--- config.mk ---
export PLATFORM = sky130hd
export DESIGN_NAME = md5_search_ctrl
export DESIGN_NICKNAME = d
export VERILOG_FILES = /design/src/rtl/md5_search_ctrl.sv
export SDC_FILE = /design/constraint.sdc
export NUM_CORES = 1
export LEC_CHECK = 0
export ABC_AREA = 1
export BUFFER_PORTS_ARGS = -buffer_cell sky130_fd_sc_hd__buf_2
export CAP_MARGIN = 20
export CORE_UTILIZATION = 25
export DETAILED_ROUTE_END_ITERATION = 6
export PLACE_DENSITY = 0.4
export SLEW_MARGIN = 20
export SYNTH_ARGS = -nofsm -noshare
export SYNTH_HDL_FRONTEND = slang
export SYNTH_SLANG_ARGS = --single-unit
--- constraint.sdc ---
create_clock -name CLK -period 5.3 [get_ports CLK]
set_input_delay 0.795 -clock CLK [delete_from_list [all_inputs] [get_ports CLK]]
set_output_delay 0.795 -clock CLK [all_outputs]
set_load 0.01 [all_outputs]
--- src/rtl/md5_search_ctrl.sv ---
// Brute-force search controller: issues LANES candidates per cycle over a
// range, compares returned hashes to a target. Optional macro: STOP_ON_FOUND_EN.
module md5_search_ctrl #(
  parameter int LANES    = 2,
  parameter int CNT_W    = 32,
  parameter int HASH_W   = 128,
  parameter int PIPE_LAT = 64
) (
  input  logic                      CLK,
  input  logic                      reset_n,
  input  logic                      start,
  input  logic                      stop,
  input  logic                      enable,
  input  logic                      step,
  input  logic [CNT_W-1:0]          range_lo,
  input  logic [CNT_W-1:0]          range_hi,
  input  logic [HASH_W-1:0]         target_hash,
  output logic [LANES*CNT_W-1:0]    cand_out,
  output logic [LANES-1:0]          cand_valid,
  input  logic [LANES*HASH_W-1:0]   hash_in,
  input  logic [LANES*CNT_W-1:0]    hash_cand_in,
  input  logic [LANES-1:0]          hash_valid,
  output logic                      running,
  output logic                      done,
  output logic                      found,
  output logic [CNT_W-1:0]          found_cand,
  output logic [2:0]                found_lane,
  output logic [CNT_W-1:0]          tested
);

  localparam int CW1 = CNT_W + 1;
  localparam int DW  = (PIPE_LAT < 1) ? 1 : $clog2(PIPE_LAT + 1);

  typedef enum logic [2:0] {S_IDLE, S_RUN, S_PAUSE, S_DRAIN, S_DONE} state_e;

  state_e              state_q, state_d;
  logic [CNT_W-1:0]    counter_q, counter_d;
  logic [CNT_W-1:0]    hi_q, hi_d;
  logic [HASH_W-1:0]   target_q, target_d;
  logic [CNT_W-1:0]    tested_q, tested_d;
  logic                found_q, found_d;
  logic [CNT_W-1:0]    found_cand_q, found_cand_d;
  logic [2:0]          found_lane_q, found_lane_d;
  logic [DW-1:0]       drain_q, drain_d;
  logic                step_q, step_d;

  logic                issue;
  logic                last_group;
  logic                stop_found;
  logic [CNT_W-1:0]    issue_cnt;
  logic                hit;
  logic [CNT_W-1:0]    hit_cand;
  logic [2:0]          hit_lane;

  // Lane limits are compared at CNT_W+1 bits so a range ending at the top
  // of the counter space never lets wrapped candidates through.
  always_comb begin
    // NOTE: every comb output gets a default first so no path leaves a latch.
    issue      = 1'b0;
    cand_valid = '0;
    cand_out   = '0;
    issue_cnt  = '0;
    stop_found = 1'b0;
`ifdef STOP_ON_FOUND_EN
    stop_found = found_q;
`endif
    if (state_q == S_RUN || (state_q == S_PAUSE && step_q)) begin
      issue = !stop && !stop_found;
    end
    for (int i = 0; i < LANES; i++) begin
      cand_valid[i] = issue && (({1'b0, counter_q} + CW1'(i)) <= {1'b0, hi_q});
      cand_out[i*CNT_W +: CNT_W] = issue ? (counter_q + CNT_W'(i)) : '0;
      issue_cnt = issue_cnt + CNT_W'(cand_valid[i]);
    end
    last_group = ({1'b0, counter_q} + CW1'(LANES - 1)) >= {1'b0, hi_q};
  end

  // Scan from the top lane down so the lowest matching lane wins.
  always_comb begin
    hit      = 1'b0;
    hit_cand = '0;
    hit_lane = '0;
    for (int i = LANES - 1; i >= 0; i--) begin
      if (hash_valid[i] && hash_in[i*HASH_W +: HASH_W] == target_q) begin
        hit      = 1'b1;
        hit_cand = hash_cand_in[i*CNT_W +: CNT_W];
        hit_lane = 3'(i);
      end
    end
  end

  always_comb begin
    state_d      = state_q;
    counter_d    = counter_q;
    hi_d         = hi_q;
    target_d     = target_q;
    tested_d     = tested_q;
    found_d      = found_q;
    found_cand_d = found_cand_q;
    found_lane_d = found_lane_q;
    drain_d      = drain_q;
    step_d       = (state_q == S_PAUSE) && step;

    if ((state_q == S_RUN || state_q == S_PAUSE || state_q == S_DRAIN) &&
        hit && !found_q) begin
      found_d      = 1'b1;
      found_cand_d = hit_cand;
      found_lane_d = hit_lane;
    end

    unique case (state_q)
      S_IDLE, S_DONE: begin
        if (start) begin
          hi_d         = range_hi;
          target_d     = target_hash;
          counter_d    = range_lo;
          tested_d     = '0;
          found_d      = 1'b0;
          found_cand_d = '0;
          found_lane_d = '0;
          if (range_lo > range_hi) state_d = S_DONE;
          else                     state_d = enable ? S_RUN : S_PAUSE;
        end
      end
      S_RUN, S_PAUSE: begin
        if (issue) begin
          counter_d = counter_q + CNT_W'(LANES);
          tested_d  = tested_q + issue_cnt;
        end
        if (stop || stop_found || (issue && last_group)) begin
          state_d = S_DRAIN;
          drain_d = DW'(PIPE_LAT);
        end else begin
          state_d = enable ? S_RUN : S_PAUSE;
        end
      end
      S_DRAIN: begin
        if (drain_q == '0) state_d = S_DONE;
        else               drain_d = drain_q - 1'b1;
      end
      default: state_d = S_IDLE;
    endcase
  end

  // NOTE: state registers use non-blocking assignments so every flop samples
  // the pre-edge values regardless of evaluation order.
  always_ff @(posedge CLK or negedge reset_n) begin
    if (!reset_n) begin
      state_q      <= S_IDLE;
      counter_q    <= '0;
      hi_q         <= '0;
      target_q     <= '0;
      tested_q     <= '0;
      found_q      <= 1'b0;
      found_cand_q <= '0;
      found_lane_q <= '0;
      drain_q      <= '0;
      step_q       <= 1'b0;
    end else begin
      state_q      <= state_d;
      counter_q    <= counter_d;
      hi_q         <= hi_d;
      target_q     <= target_d;
      tested_q     <= tested_d;
      found_q      <= found_d;
      found_cand_q <= found_cand_d;
      found_lane_q <= found_lane_d;
      drain_q      <= drain_d;
      step_q       <= step_d;
    end
  end

  assign running    = (state_q == S_RUN) || (state_q == S_PAUSE);
  assign done       = (state_q == S_DONE);
  assign found      = found_q;
  assign found_cand = found_cand_q;
  assign found_lane = found_lane_q;
  assign tested     = tested_q;

endmodule

# Word level (Yosys, flattened, before mapping)
# Index checks and enable logic that the tools add are counted.
[op_classes]
muxes = 33
order_cmp = 4
eq_ne = 11
n_reduce_logical = 25
add_sub_neg = 6
[op_table]
columns = ["cell", "count"]
rows = [
  ["$mux W32", 11],
  ["$eq A128 B128 Y1", 2],
  ["$pmux W32 S2", 2],
  ["$add A32 B1 Y33 const B", 1],
  ["$ge A33 B32 Y1", 1],
  ["$le A33 B32 Y1", 1],
  ["$add A32 B1 Y32 const B", 1],
  ["$add A32 B2 Y32", 1],
  ["$add A32 B2 Y32 const B", 1],
  ["$gt A32 B32 Y1", 1],
  ["$le A32 B32 Y1", 1],
  ["$mux W3", 7],
  ["$mux W7", 2],
  ["$pmux W7 S2", 1],
  ["$logic_and A1 B1 Y1", 9],
  ["$pmux W3 S3", 1],
  ["$ne A2 B2 Y1 const B", 4],
  ["$logic_not A7 Y1", 1],
  ["$mux W1", 7],
  ["$sub A7 B1 Y7 const B", 1],
  ["$eq A3 B2 Y1 const B", 2],
  ["$reduce_and A3 Y1", 2],
  ["$logic_or A1 B1 Y1", 4],
  ["$mux W2", 2],
  ["other kinds (9)", 13],
]
[totals]
in_bits = 520
out_inout_bits = 136
wordCells = 89
regBits = 271

# Logic depth before layout (Yosys ltp)
[logic_depth]
depth_word = 9
ltp_mapped = 33
mapped_depth_nobuf = 33

# Worst setup path before layout
# OpenSTA, ideal clock, no wires.
[synth_timing]
kind = "register -> register"
start = "register counter_q[2]"
end = "register tested_q[20], in the netlist tested[20]"
t_required_ns = 5.181
arrival_ns = 4.188
n_path_buf = 0
synth_period_minus_slack_ns = 4.307
stages_incl_launch_ff = 28
setup_time_ns = 0.119
slack_ns = 0.993
cell_sequence = "dfrtp_1 -> ha_1 -> nand2_1 -> nor2_1 -> inv_1 -> nor2_1 -> nand2_1 -> xor2_1 -> inv_1 -> ha_1 -> nand2_1 -> nor4_1 -> nand3_1 -> nor2_1 -> nand2_1 -> a21oi_1 -> fa_1 -> ha_1 -> nand3_1 -> inv_1 -> nand4_1 -> nor2_1 -> nand2_1 -> inv_1 -> nand2_1 -> nor2_1 -> a21oi_1 -> o21a_1"
[synth_via]
elab_chain_cells = 7
elab_cells_between_ends = 9
classes_between = "add/sub (3); order compare (2); mux (2); reduce/logical (2)"
[synth_rtl]
columns = ["element", "line", "text"]
rows = [
  ["start: declaration", "37", "logic [CNT_W-1:0] counter_q, counter_d;"],
  ["start signal: assignment", "161", "counter_q <= counter_d;"],
  ["$add A32 B1 Y33", "71", "cand_valid[i] = issue && (({1'b0, counter_q} + CW1'(i)) <= {1'b0, hi_q});"],
  ["$le A33 B32 Y1", "71", ""],
  ["$logic_and A1 B1 Y1", "71", ""],
  ["net cand_valid[1]", "19", "output logic [LANES-1:0] cand_valid,"],
  ["$add A1 B1 Y2", "73", "issue_cnt = issue_cnt + CNT_W'(cand_valid[i]);"],
  ["$add A32 B2 Y32", "128", "tested_d = tested_q + issue_cnt;"],
  ["$mux W32", "126", "if (issue) begin"],
  ["$pmux W32 S2", "111", "unique case (state_q)"],
  ["end signal: assignment", "164", "tested_q <= tested_d;"],
  ["end: declaration", "40", "logic [CNT_W-1:0] tested_q, tested_d;"],
]
# The timed path passes the listed nets, and every way through them passes these cells. The select of a mux whose other input is x is not followed.
# A chain may end at the register's enable or synchronous reset.

# Final worst setup path
[layout_timing]
start = "register counter_q[7]"
end = "register tested_q[24], in the netlist tested[24]"
[layout_via]
elab_chain_cells = 7
elab_cells_between_ends = 9
classes_between = "add/sub (3); order compare (2); mux (2); reduce/logical (2)"
[layout_rtl]
columns = ["element", "line"]
rows = [
  ["$add A32 B1 Y33", "71"],
  ["$le A33 B32 Y1", "71"],
  ["$logic_and A1 B1 Y1", "71"],
  ["$add A1 B1 Y2 *", "73"],
  ["$add A32 B2 Y32 *", "128"],
  ["$mux W32 *", "126"],
  ["$pmux W32 S2 *", "111"],
]
# Every way passes the cells marked *; elsewhere a longest branch is shown, timed or not. The select of a mux whose other input is x is not followed.

==> summary.txt <==
Clock tree
  • CTS root buf: clkbuf_16
  • H-tree depth: 2
  • CTS tree: built
  • Clk slew on worst S/H paths: 50 ps
  • Clk buf depth: 3
  • Hold Buf Count CTS: 0
  • Clock Latency Late Sink: 610 ps
  • CTS Buf Count: 41
  • Clock sinks: 271

Die
  • Chip Height: 307.8 microns
  • DIE AREA: 94,730 sq um
  • Ports: 656
  • Core area: 92,080 sq um
  • Initial core utilization: 25.39%
  • Rows: 111
  • Die Wd: 307.8 microns

Critical path
  • R2r worst-path depth: 29
  • Worst r2r src: counter_q[7]
  • CP Data Required Time: 5790 ps
  • Slowest CP cell: dfrtp_1
  • Reg-to-Reg End: tested[24]
  • Crit Path Category: reg -> reg
  • Reg2Reg Setup Slack: 520 ps
  • Crit. Startpoint: counter_q[7]
  • CP endpoint kind: flop
  • CP dominant cell by count: nand2_1
  • CP endpoint: tested[24]
  • CP arrival: 5270 ps
  • Max incr delay on CP: 470 ps
  • Startpoint class of the critical path: flop
  • CP max FO: 6

STA
  • Setup TNS: 0 ps
  • Fin. max-slew vios: 0
  • Final Hold Viols: 0
  • RSZ-0062 raised after global routing: no
  • Fin crit period: 4780 ps
  • Max_slew headroom: 24.52%
  • Final-report setup violation count: 0
  • Clock Skew: 29.85 ps
  • Final period utilization: 90.18%
  • Max frequency: 0.2092 GHz
  • Least-Margin Pin Slew: 1120 ps

GRT
  • Busiest layer in global routing: met2
  • Met3 Track Usage GR: 5.650%
  • Met2 usage: 47.96%
  • Vias in the first global route: 27,210
  • Initial antenna violation count: 48
  • First-pass GRT wire length: 199,900 microns
  • Gr usage total: 29.80%
  • Gr ovfl total: 0
  • Largest net degree at the start of global routing: 146
  • GR met1 Demand/Resource: 38.96%

Synthesis
  • Post-Synthesis Cells: 3,808
  • Post-synth EDFFs: 0
  • Ys flop type: dfrtp_1
  • Asr flop ratio synth: 100.0%
  • Synth warn: 0
  • Mapped Nets: 4,430
  • Post-synthesis cell area: 23,370 sq um
  • Syn Area/Cell: 6.138 sq um
  • Most area-hungry cell type in the Yosys netlist: dfrtp_1
  • Post-synthesis cell type count: 48
  • Register bit total from synthesis: 271
  • Post-synth top area share: 29.01%
  • Post-synthesis sequential area ratio: 29.01%
  • Leading post-synthesis cells by cell area: dfrtp_1, nand2_1, inv_1, nor2_1, ha_1

Place
  • Hpwl dp: 122,500 microns
  • Routability cong.: 1.005
  • Placed cell count: 5,662
  • IO buf count: 655

Final layout
  • Non-Filler Instances: 5,741
  • Fraction of layout cells with a size suffix above 1: 17.94%
  • Layout area overhead: 26.79%
  • Nets: 5,084

Route
  • Total Wirelength: 144,200 microns
  • DRC violation count after routing: 0
  • Drt via density: 4.830
  • DRT iter0 DRCs: 2,712
  • DRT Pass-1 Iters: 6
  • Via count: 27,730
  • ANT nets after route: 0
  • Wire per inst: 25.12 microns

Pwr
  • Leakage: 0.01570 uW
  • P per Cell Area: 513.9 nW/um^2
  • Overall power: 15,230 uW
  • Worst VDD drop: 0.2946 mV

Run status
  • Outcome: completed

Job
  • Max Cap Violations: 0

Worst hold path
  • Hold WC Path Type: in -> async
cell type report:
type                            count  area [sq um]
Antenna cell                       12         30.03
Clock buffer                       55          1169
Clock inverter                     12         161.4
Fill cell                       10540         62440
Inverter                          584          2200
Multi-Input combinational cell   2866         14080
Sequential cell                   271          6783
Tap cell                         1243          1555
Timing Repair Buffer              698          3661
power by group:
part	switching [uW]	internal (uW)	leakage (uW)	total, uW
clock network	1190	1680	0.000660	2870
registers	848	2840	0.00344	3680
logic	6130	2550	0.0116	8680
total	8160	7070	0.0157	15200
placed cells by master (no fill, tap or decap), types with 99 or more instances in the layout:
cell / netlist / layout
nand2_1: 1219 / 1216
buf_2: 6 / 654
inv_1: 571 / 571
nor2_1: 502 / 498
dfrtp_1: 271 / 270
o21ai_0: 237 / 237
nand4_1: 177 / 177
nand3_1: 173 / 173
a21oi_1: 111 / 110
ha_1: 101 / 99
Yosys cell counts, types with 4 or more instances:
cell type     n
o21a_1        7
nand3b_1      7
nor3_1       54
o211ai_1     12
dfrtp_1     271
inv_2        10
buf_6         6
clkbuf_1     65
xor2_1       44
a21oi_1     111
inv_1       571
nand4_1     177
o22ai_1       8
ha_1        101
a211oi_1      5
buf_4         5
xnor2_1      93
nand2_1    1219
o221ai_1      4
nand2_2       4
buf_1         5
nand3_1     173
nor3b_1       8
o21ai_0     237
buf_2         6
and2_1       43
nor4_1       16
a31oi_1       7
or2_2        10
nor2_1      502
flip-flops by register name (all words and copies together), names as in the netlist:
signal,cells
found_cand,32
counter_q,32
tested,32
found_lane,3
found,1
drain_q,7
step_q,1
state_q,3
target_q,128
hi_q,32
cells by family after synthesis:
family                   after synthesis  synth area share (%)
XOR/XNOR                             137                 5.133
AO/OA/AOI/OAI                        405                 9.244
AND/OR/NAND/NOR                     2222                 40.04
adder cells (fa/ha/maj)              102                 5.492
buffers and inverters                671                 11.08
flip-flops                           271                 29.01
worst min path at each step:
stage / start / to / slack, ps / cells after the start
floorplan: drain_q[0] / drain_q[0] / 440 / 2
global placement: drain_q[1] / drain_q[1] / 460 / 2
detailed placement: drain_q[1] / drain_q[1] / 460 / 2
CTS: reset_n / drain_q[0] / 160 / 1
global route: reset_n / drain_q[0] / 180 / 1
finish: reset_n / drain_q[2] / 150 / 1
critical path: cells and delay by family (launching register included):
| kind | cells | cell delay, ps |
|---|---|---|
| simple gates | 19 | 2590 |
| xor+xnor | 1 | 270 |
| flops | 1 | 470 |
| compound gates | 3 | 290 |
| fa+ha+maj | 3 | 720 |
| buf+inv | 3 | 320 |
stage by stage:
step / setup slack (ps) / utilization (%) / hold WS (ps) / cell area [sq um]
6_report: 520.3 / 32.19 / 151.0 / 29640
5_1_grt: 18.79 / 32.17 / 178.1 / 29620
4_1_cts: 157.4 / 32.08 / 155.3 / 29540
3_5_place_dp: 187.9 / 30.64 / 463.7 / 28210
3_3_place_gp: 222.7 / 30.64 / 458.6 / 28210
2_1_floorplan: 992.8 / - / 441.9 / 23370
layer usage:
metal | vias up | share of wire [%]
li1 | 13370 | -
met1 | 12960 | 43
met2 | 1082 | 45
met3 | 262 | 7.4
met4 | 50 | 4.3
met5 | - | 0.23
timing repair:
| item | in CTS | in global routing |
|---|---|---|
| setup endpoints to repair | 0 | 14 |
| setup buffers | 0 | 0 |
| endpoints found under the hold margin | 0 | 0 |
| resized for setup | 0 | 16 |
(Power assumes the default switching activity.)
